<file path="src/rtl/dcache_store_buffer_pkg.sv">
// -----------------------------------------------------------------------------
// dcache_store_buffer_pkg
//   Shared types and constants for the DCache store buffer and for any other
//   write buffer that reuses the sb_conflict_check sub-module.
//   Contents:
//     SB_DEPTH_DEFAULT : default number of buffer entries
//     SB_ADDR_W        : physical address width the entry type is sized for
//     sb_entry_t       : one buffered word store (valid, word address, byte
//                        enables, lane-aligned data)
//     sb_merge_data    : byte-wise overlay of new store data onto an entry
// -----------------------------------------------------------------------------
package dcache_store_buffer_pkg;

   localparam int SB_DEPTH_DEFAULT = 4;
   localparam int SB_ADDR_W        = 32;

   typedef struct packed {
      logic                   valid;
      logic [SB_ADDR_W-1:2]   waddr;
      logic [3:0]             wen;
      logic [31:0]            data;
   } sb_entry_t;

   // Replace only the byte lanes enabled in ben; other lanes keep old data.
   function automatic logic [31:0] sb_merge_data(
      input logic [31:0] old_data,
      input logic [31:0] new_data,
      input logic [3:0]  ben
   );
      logic [31:0] result;
      result = old_data;
      for (int b = 0; b < 4; b++) begin
         if (ben[b]) begin
            result[8*b +: 8] = new_data[8*b +: 8];
         end else begin
            result[8*b +: 8] = old_data[8*b +: 8];
         end
      end
      return result;
   endfunction

endpackage

</file>
<file path="src/rtl/dcache_store_buffer_sb_conflict_check.sv">
// -----------------------------------------------------------------------------
// sb_conflict_check
//   Combinational load-vs-buffer overlap detector. Each valid entry is compared
//   on word address and byte-enable overlap; the per-entry hits are OR-reduced
//   and qualified by the load valid.
//   Ports:
//     entries  in   DEPTH buffer entries (sb_entry_t)
//     ld_valid in   a load is querying this cycle
//     ld_waddr in   word address of the load (address bits [SB_ADDR_W-1:2])
//     ld_ben   in   bytes the load reads
//     conflict out  load overlaps at least one valid entry
// -----------------------------------------------------------------------------
module sb_conflict_check
   import dcache_store_buffer_pkg::*;
#(
   parameter int DEPTH = SB_DEPTH_DEFAULT
) (
   input  sb_entry_t            entries [DEPTH],
   input  logic                 ld_valid,
   input  logic [SB_ADDR_W-1:2] ld_waddr,
   input  logic [3:0]           ld_ben,
   output logic                 conflict
);

   logic [DEPTH-1:0] hit_vec_s;

   // Per-entry overlap: same word and at least one shared byte lane.
   always_comb begin
      hit_vec_s = {DEPTH{1'b0}};
      for (int i = 0; i < DEPTH; i++) begin
         hit_vec_s[i] = entries[i].valid
                        && (entries[i].waddr == ld_waddr)
                        && ((entries[i].wen & ld_ben) != 4'b0000);
      end
   end

   assign conflict = ld_valid && (|hit_vec_s);

endmodule

</file>
<file path="src/rtl/dcache_store_buffer.sv">
// -----------------------------------------------------------------------------
// dcache_store_buffer
//   In-order FIFO of word-aligned stores between MEM1 and the DCache write port.
//   Stores drain one per dc_valid/dc_ready handshake; loads that overlap any
//   buffered store raise ld_conflict so MEM1 can stall until the store drains.
//
//   Optional feature (macro STORE_BUF_MERGE_EN): a store to the same word as the
//   youngest valid entry is merged into it instead of allocating, unless that
//   entry is the head and is being popped this cycle. A merging store is
//   accepted even when the buffer is full.
//
//   Ports:
//     clk, resetn                  clock, synchronous active-low reset
//     push_valid/ready/addr/wen/data  store from MEM1 (addr bits [1:0] ignored)
//     dc_valid/ready/addr/wen/data    oldest entry to the DCache write port
//     ld_valid/addr/ben               load query from MEM1
//     ld_conflict                     load overlaps a buffered entry (comb.)
//     empty, full                     occupancy flags
// -----------------------------------------------------------------------------
module dcache_store_buffer
   import dcache_store_buffer_pkg::*;
#(
   parameter int DEPTH  = SB_DEPTH_DEFAULT,
   parameter int ADDR_W = SB_ADDR_W
) (
   input  logic              clk,
   input  logic              resetn,
   input  logic              push_valid,
   output logic              push_ready,
   input  logic [ADDR_W-1:0] push_addr,
   input  logic [3:0]        push_wen,
   input  logic [31:0]       push_data,
   output logic              dc_valid,
   input  logic              dc_ready,
   output logic [ADDR_W-1:0] dc_addr,
   output logic [3:0]        dc_wen,
   output logic [31:0]       dc_data,
   input  logic              ld_valid,
   input  logic [ADDR_W-1:0] ld_addr,
   input  logic [3:0]        ld_ben,
   output logic              ld_conflict,
   output logic              empty,
   output logic              full
);

   localparam int                PTR_W      = $clog2(DEPTH);
   localparam int                WA_W       = SB_ADDR_W - 2;
   localparam logic [PTR_W:0]    FULL_COUNT = (PTR_W+1)'(DEPTH);
   localparam logic [PTR_W-1:0]  PTR_ONE    = PTR_W'(1);

   sb_entry_t          entries_r [DEPTH];
   logic [PTR_W-1:0]   head_r;
   logic [PTR_W-1:0]   tail_r;
   logic [PTR_W:0]     count_r;

   logic               empty_s;
   logic               full_s;
   logic               pop_s;
   logic               push_fire_s;
   logic               alloc_s;
   logic               merge_hit_s;
   logic               merge_fire_s;
   logic               conflict_s;
   logic [PTR_W-1:0]   youngest_s;
   logic [WA_W-1:0]    push_waddr_s;
   logic [WA_W-1:0]    ld_waddr_s;
   logic               unused_s;

   assign push_waddr_s = WA_W'(push_addr[ADDR_W-1:2]);
   assign ld_waddr_s   = WA_W'(ld_addr[ADDR_W-1:2]);
   assign empty_s      = (count_r == {(PTR_W+1){1'b0}});
   assign full_s       = (count_r == FULL_COUNT);
   assign youngest_s   = tail_r - PTR_ONE;

`ifdef STORE_BUF_MERGE_EN
   // Merge target is the youngest entry, unless it is leaving this very cycle.
   always_comb begin
      merge_hit_s = 1'b0;
      if (resetn && !empty_s) begin
         merge_hit_s = (entries_r[youngest_s].waddr == push_waddr_s)
                       && !((youngest_s == head_r) && pop_s);
      end else begin
         merge_hit_s = 1'b0;
      end
   end
   assign unused_s = ^{push_addr[1:0], ld_addr[1:0]};
`else
   assign merge_hit_s = 1'b0;
   assign unused_s    = ^{push_addr[1:0], ld_addr[1:0], youngest_s};
`endif

   // Handshake and status outputs; reset forces the idle view immediately.
   always_comb begin
      empty      = 1'b1;
      full       = 1'b0;
      dc_valid   = 1'b0;
      push_ready = 1'b1;
      if (resetn) begin
         empty      = empty_s;
         full       = full_s;
         dc_valid   = !empty_s;
         push_ready = !full_s || merge_hit_s;
      end else begin
         empty      = 1'b1;
         full       = 1'b0;
         dc_valid   = 1'b0;
         push_ready = 1'b1;
      end
   end

   // Head entry presented to the DCache; zeroed while nothing is valid.
   always_comb begin
      dc_addr = {ADDR_W{1'b0}};
      dc_wen  = 4'b0000;
      dc_data = 32'h0000_0000;
      if (dc_valid) begin
         dc_addr = ADDR_W'({entries_r[head_r].waddr, 2'b00});
         dc_wen  = entries_r[head_r].wen;
         dc_data = entries_r[head_r].data;
      end else begin
         dc_addr = {ADDR_W{1'b0}};
         dc_wen  = 4'b0000;
         dc_data = 32'h0000_0000;
      end
   end

   // A zero-enable push is accepted by the handshake but never stored.
   assign pop_s        = dc_valid && dc_ready;
   assign push_fire_s  = push_valid && push_ready && (push_wen != 4'b0000);
   assign merge_fire_s = push_fire_s && merge_hit_s;
   assign alloc_s      = push_fire_s && !merge_hit_s;

   sb_conflict_check #(
      .DEPTH    (DEPTH)
   ) u_conflict (
      .entries  (entries_r),
      .ld_valid (ld_valid),
      .ld_waddr (ld_waddr_s),
      .ld_ben   (ld_ben),
      .conflict (conflict_s)
   );

   // Entries popped this cycle are still in entries_r, so they still conflict.
   assign ld_conflict = resetn && conflict_s;

   // Pointer, count and entry storage update.
   always_ff @(posedge clk) begin
      if (!resetn) begin
         head_r  <= {PTR_W{1'b0}};
         tail_r  <= {PTR_W{1'b0}};
         count_r <= {(PTR_W+1){1'b0}};
         for (int i = 0; i < DEPTH; i++) begin
            entries_r[i] <= '{valid: 1'b0, waddr: {WA_W{1'b0}},
                              wen: 4'b0000, data: 32'h0000_0000};
         end
      end else begin
         // Alloc implies not full and pop implies not empty, so the alloc slot
         // and the popped slot are never the same entry.
         if (pop_s) begin
            entries_r[head_r].valid <= 1'b0;
            head_r                  <= head_r + PTR_ONE;
         end else begin
            head_r <= head_r;
         end
         if (alloc_s) begin
            entries_r[tail_r] <= '{valid: 1'b1, waddr: push_waddr_s,
                                   wen: push_wen, data: push_data};
            tail_r            <= tail_r + PTR_ONE;
         end else begin
            tail_r <= tail_r;
         end
         if (merge_fire_s) begin
            entries_r[youngest_s].wen  <= entries_r[youngest_s].wen | push_wen;
            entries_r[youngest_s].data <= sb_merge_data(entries_r[youngest_s].data,
                                                        push_data, push_wen);
         end
         case ({alloc_s, pop_s})
            2'b10:   count_r <= count_r + {{PTR_W{1'b0}}, 1'b1};
            2'b01:   count_r <= count_r - {{PTR_W{1'b0}}, 1'b1};
            default: count_r <= count_r;
         endcase
      end
   end

endmodule

</file>
<file path="config.mk">
export PLATFORM = sky130hd
export DESIGN_NAME = dcache_store_buffer
export DESIGN_NICKNAME = d
export VERILOG_FILES = /design/src/rtl/dcache_store_buffer_pkg.sv /design/src/rtl/dcache_store_buffer_sb_conflict_check.sv /design/src/rtl/dcache_store_buffer.sv
export SDC_FILE = /design/constraint.sdc
export NUM_CORES = 1
export LEC_CHECK = 0
export CAP_MARGIN = 15
export CELL_PAD_IN_SITES_DETAIL_PLACEMENT = 1
export CELL_PAD_IN_SITES_GLOBAL_PLACEMENT = 1
export CORE_ASPECT_RATIO = 0.6
export CORE_MARGIN = 1
export CORE_UTILIZATION = 45
export DETAILED_ROUTE_END_ITERATION = 7
export HOLD_SLACK_MARGIN = 0.08
export PLACE_DENSITY_LB_ADDON = 0.3
export SYNTH_ARGS = -nofsm -noshare
export SYNTH_HDL_FRONTEND = slang
export SYNTH_SLANG_ARGS = --single-unit
</file>
<file path="constraint.sdc">
create_clock -name clk -period 5.08 [get_ports clk]
set_input_delay 0.762 -clock clk [delete_from_list [all_inputs] [get_ports clk]]
set_output_delay 0.762 -clock clk [all_outputs]
set_load 0.005 [all_outputs]
</file>
# Word level (Yosys, flattened, before mapping)
# Index checks and enable logic that the tools add are counted.
# classes
addsub	4
magnitude_cmp	4
n_eq_ne	7
n_mux	20
n_bitwise	6
reduce_logical	25
# ops
op	n
$mux W268	3
$bwmux W268	2
$demux W67 S2	2
$bmux W67 S2	1
$mux W67	2
$mux W66	2
$eq A30 B30 Y1	4
$mux W32	2
$reduce_bool A4 Y1	5
$and A4 B4 Y4	4
$logic_and A1 B1 Y1	15
$ge A3 B3 Y1 const B	2
$lt A3 B1 Y1 const B	2
$not A2 Y3	2
$pmux W3 S2	1
$add A2 B1 Y2 const B	2
$mux W1	4
$mux W4	1
$reduce_or A4 Y1	1
$add A3 B1 Y3 const B	1
$eq A3 B3 Y1 const B	1
$logic_not A3 Y1	1
$sub A3 B1 Y3 const B	1
$eq A2 B1 Y1 const B	1
3 further kinds	4
# totals
register_bits	275
output_inout_bits	73

# Logic depth before layout (Yosys ltp)
# logic_depth
word_depth	10
ltp_mapped	11
ltp_nobuf	9

# Cells and area by module
# A second synthesis with hierarchy kept.
# hier_totals
hier_cells	1355
area_unflattened_um2	13904.6
# by_module_without_submodules
module	instances	cells_each	area_per_inst_um2	seq_area_each_um2
dcache_store_buffer	1	1159	12306.8	5505.3
sb_conflict_check	1	196	1597.8	0.0

# Least setup slack after synthesis
# Ideal clock, no wire load.
# synth_timing
path_type	input-to-reg
from	input push_wen[0]
to	register count_r[2]
t_arrival_ps	2791
path_slack_ps	2213
path_stages	10
path_buffers	1
cell_sequence	or4_1 and3_1 buf_6 inv_1 ha_1 inv_1 fa_1 xor2_1 or3_1 a21boi_0
# synth_via
elab_chain_cells	4
word_cells_on_any_way	6
classes_between	2 x eq/ne; 1 x mux; 3 x reduce/logical
# synth_lines
item	line_no	text
start: declaration	dcache_store_buffer.sv:31	input logic [3:0] push_wen,
$reduce_bool A4 Y1 *	dcache_store_buffer.sv:129	assign push_fire_s = push_valid && push_ready && (push_wen != 4'b0000);
$logic_and A1 B1 Y1 *	dcache_store_buffer.sv:129	
$eq A2 B1 Y1 / $eq A2 B2 Y1 (equally long branches)	dcache_store_buffer.sv:177	case ({alloc_s, pop_s})
$pmux W3 S2 / $reduce_bool A2 Y1 (equally long branches)	-	
end signal: assignment	dcache_store_buffer.sv:178	2'b10: count_r <= count_r + {{PTR_W{1'b0}}, 1'b1};
end signal: assignment	dcache_store_buffer.sv:179	2'b01: count_r <= count_r - {{PTR_W{1'b0}}, 1'b1};
end signal: assignment	dcache_store_buffer.sv:180	default: count_r <= count_r;
end: declaration	dcache_store_buffer.sv:54	logic [PTR_W:0] count_r;
# Every way passes the cells marked *; elsewhere a longest branch is shown, timed or not.
# A chain may end at the register's enable or synchronous reset.

# Worst setup path after layout
# layout_timing
from	input ld_addr[21]
to	output ld_conflict
# layout_via
elab_chain_cells	6
word_cells_on_any_way	15
classes_between	4 x eq/ne; 11 x reduce/logical
# layout_lines
item	line_no	text
start: declaration	dcache_store_buffer.sv:39	input logic [ADDR_W-1:0] ld_addr,
$eq A30 B30 Y1	dcache_store_buffer_sb_conflict_check.sv:32	&& (entries[i].waddr == ld_waddr)
$logic_and A1 B1 Y1	dcache_store_buffer_sb_conflict_check.sv:32	
$logic_and A1 B1 Y1	dcache_store_buffer_sb_conflict_check.sv:33	&& ((entries[i].wen & ld_ben) != 4'b0000);
$reduce_or A4 Y1 *	dcache_store_buffer_sb_conflict_check.sv:37	assign conflict = ld_valid && (|hit_vec_s);
$logic_and A1 B1 Y1 *	dcache_store_buffer_sb_conflict_check.sv:37	
$logic_and A1 B1 Y1 *	dcache_store_buffer.sv:144	assign ld_conflict = resetn && conflict_s;
end: declaration	dcache_store_buffer.sv:41	output logic ld_conflict,
# Marks and branches as above.

==> metrics.md <==
| Metric | Value |
|---|---|
| CTS Buf Count | `28` |
| Fin cells | `2095` |
| CP Buf/Inv Count | `2` |
| Async SR Flop Fraction | `0%` |
| Most used cell, CP | `clkdlybuf4s50_1` |
| Fmax | `0.234 GHz` |
| Delay-heaviest family, CP | `buffers and inverters` |
| Total setup buffers inserted after CTS | `0` |
| DR pass1 iterations | `5` |
| DR vias | `11873` |
| Cts hold-fix bufs | `0` |
| Drt drc | `0` |
| Worst min path class | `reg2reg` |
| Sequential-to-total area share from yosys stat | `39.4%` |
| Register-to-Register Setup Slack | `between 2 and 2.5 ns` |
| Top cells by area, synth | `dfxtp_1, nand2_1, mux4_2, a21boi_0, xnor2_1` |
| Yosys top cell area share | `between 30% and 40%` |
| Worst-path cell chain | `clkdlybuf4s50_1 -> xnor2_1 -> nand4_1 -> nor4_1 -> nand3_1 -> a41oi_1 -> clkdlybuf4s50_1` |
| Clock skew | `0.00862 ns` |
| Row count | `49` |
| Outcome | `completed` |
| Full die area | `roughly 0.032 mm^2` |
| Post-route setup TNS | `0 ns` |
| Reg2reg end | `count_r[2]$_SDFFE_PN0P_` |
| Top-count cell post-synth | `nand2_1` |
| Stages on worst setup path | `7` |
| Mean Syn Cell Area | `8.82 um^2` |
| Maximum VDD drop | `0.190 mV` |
| Fill cells | `3438` |
| Core area | `0.0302 mm^2` |
| Gr ovfl total | `0` |
| Endpoints failing setup | `0` |
| Vias per inst | `5.67` |
| Post-synth EDFFs | `0` |
| # resized after CTS | `0` |
| Max Cap Violations | `0` |
| Worst-path clk slew | `about 0.060 ns` |
| Die Height | `approximately 140 um` |
| Setup crit end kind | `output pin` |
| DPL Wire Length | `31.9 mm` |
| Wire length per cell | `23.0 um` |
| R2r startpoint | `count_r[0]$_SDFFE_PN0P_` |
| Critical path launch point type | `input port` |
| Worst setup path start | `ld_addr[21]` |
| Total wire length | `between 40 and 50 mm` |
| GRT Total Usage | `30.2%` |
| Top FF cell, synth | `dfxtp_1` |
| Synth unique cells | `35` |
| Leading area contributor after synthesis | `dfxtp_1` |
| Clk root buf | `clkbuf_16` |
| Initial DRC count | `908` |
| RSZ-0062 raised after global routing | `false` |
| IO Port Bufs | `175` |
| Post-Synthesis Cells | `1584` |
| Pin count of the biggest net entering global routing | `135` |
| Most instantiated cells after synthesis | `nand2_1, dfxtp_1, a21boi_0` |
| Final Cycle Share | `a little over four fifths` |
| Vias in the first global route | `between 10000 and 15000` |
| GP Congestion | `0.957` |
| Worst R2R Path Depth | `9` |
| Cell Area, Synth | `between 0.01 and 0.015 mm^2` |
| #FFs+latches synth | `275` |
| Initial antenna violation count | `5` |
| Crit-path slowest cell | `clkdlybuf4s50_1` |
| Initial Util | `46.2%` |
| Worst endpoint required time | `4.32 ns` |
| Max FO, Critical Path | `4` |
| Lkg Pwr | `5.45 nW` |
| Final hold viol count | `0` |
| Clock sink count | `275` |
| Area Growth Syn to Fin | `18.9%` |
| CTS tree | `yes` |
| Worst skew pair latency | `~0.55 ns` |
| Antenna viol nets, final | `0` |
| CP arrival | `3.51 ns` |
| Relative slew slack | `20.8%` |
| Slew @ Worst Pin | `roughly 1.2 ns` |
| Crit path capture | `ld_conflict` |
| Top Ports | `182` |
| CTS H-tree lvls | `1` |
| Tmin final | `4.27 ns` |
| Fraction of layout cells with a size suffix above 1 | `under 10%` |
| CP peak stage delay | `about 0.57 ns` |
| Nets | `1785` |
| Setup CP Type | `in2out` |
| Power density cells | `326 mW/mm^2` |
| Synth warn | `0` |
| Clock tree buffer depth | `3` |
| DIE WIDTH | `230 um` |
| Dpl cells | `2044` |
| Max-slew violations | `0` |
| First-pass GRT wire length | `74.1 mm` |
## worst min path at each step
stage	start	endpoint	cells past startpoint
2_1_floorplan	entries_r[0]$_SDFFE_PN0P_	entries_r[0]$_SDFFE_PN0P_	2
3_3_place_gp	entries_r[9]$_SDFFE_PN0P_	entries_r[9]$_SDFFE_PN0P_	2
3_5_place_dp	entries_r[9]$_SDFFE_PN0P_	entries_r[9]$_SDFFE_PN0P_	2
4_1_cts	entries_r[9]$_SDFFE_PN0P_	entries_r[9]$_SDFFE_PN0P_	2
5_1_grt	entries_r[8]$_SDFFE_PN0P_	entries_r[8]$_SDFFE_PN0P_	2
6_report	entries_r[9]$_SDFFE_PN0P_	entries_r[9]$_SDFFE_PN0P_	2
## layout by cell type, fill, tap and decap left out, drive strengths merged, types with 2 or more instances in the layout
cell | Yosys | routed
clkinv | 0 | 4
clkdlybuf4s50 | 0 | 174
xor2 | 13 | 13
nor3 | 4 | 4
a21oi | 4 | 4
xnor2 | 111 | 111
nand4 | 28 | 28
inv | 10 | 10
nor2b | 5 | 5
and2 | 75 | 75
nand3 | 4 | 4
a221oi | 4 | 4
a21boi | 265 | 265
mux4 | 66 | 66
nand2 | 540 | 540
conb | 1 | 2
dfxtp | 275 | 275
clkbuf | 82 | 43
nor4 | 8 | 8
a22o | 4 | 4
diode | 0 | 3
buf | 65 | 24
ha | 9 | 9
o21ai | 3 | 3
## cells by family (layout without fill, tap and decap cells)
family	Yosys count	count (layout)	share of synthesized area, %
xor+xnor	124	124	7.77
flops	275	275	39.4
fa+ha+maj	10	10	0.949
buf+inv	157	256	5.77
compound gates	282	282	15.1
other cells	1	5	0.0268
mux	67	67	10.7
simple gates	668	668	20.3
## area by class of cell
type | count | area (um^2) | area share (%)
antenna | 3 | 7.51 | 0.0452
timing repair buffer | 198 | 1980 | 11.9
tap | 408 | 510 | 3.07
multi-input combinational | 1153 | 7670 | 46.2
clock inverter | 5 | 50.0 | 0.301
clock buffer | 43 | 848 | 5.11
sequential | 275 | 5510 | 33.2
inverter | 10 | 37.5 | 0.226
## where the power goes
group | total (mW) | internal (mW) | switching [mW]
clock | 2.08 | 1.19 | 0.893
sequential | 2.37 | 2.26 | 0.113
combinational | 0.954 | 0.425 | 0.529
total | 5.41 | 3.87 | 1.53
## metrics by stage
step	worst slack (ns)	util (%)	total power, mW	hold slack (ns)	instance area [um^2]
6_report	0.807	55.0	5.41	0.452	16600
5_1_grt	0.775	55.0	5.59	0.476	16600
4_1_cts	0.914	54.9	5.42	0.455	16600
2_1_floorplan	2.21	-	2.95	0.432	14000
3_5_place_dp	0.957	52.0	3.35	0.446	15700
3_3_place_gp	1.07	52.0	3.32	0.438	15700
## registers in the layout, indices dropped and copies added, names as in the netlist
signal     flops
count_r        3
head_r         2
tail_r         2
entries_r    268
## worst reg2reg max path, delay by kind of cell (launching register included)
| family | cells | cell delay, ns |
|---|---|---|
| buffers and inverters | 2 | 0.69 |
| flip-flops | 1 | 0.39 |
| XOR/XNOR | 1 | 0.17 |
| AND/OR/NAND/NOR | 2 | 0.72 |
| AO/OA/AOI/OAI | 2 | 0.30 |
| adder cells (fa/ha/maj) | 2 | 0.63 |
## metal layers
layer / routed length, um / up-vias / global-route usage [%]
li1: - / 5409 / -
met1: 22000 / 5990 / 42.4
met2: 21100 / 401 / 46.2
met3: 3970 / 73 / 7.88
met4: 1000 / 0 / 7.09
met5: 0 / - / 0
Power figures use the tool's default switching activity.
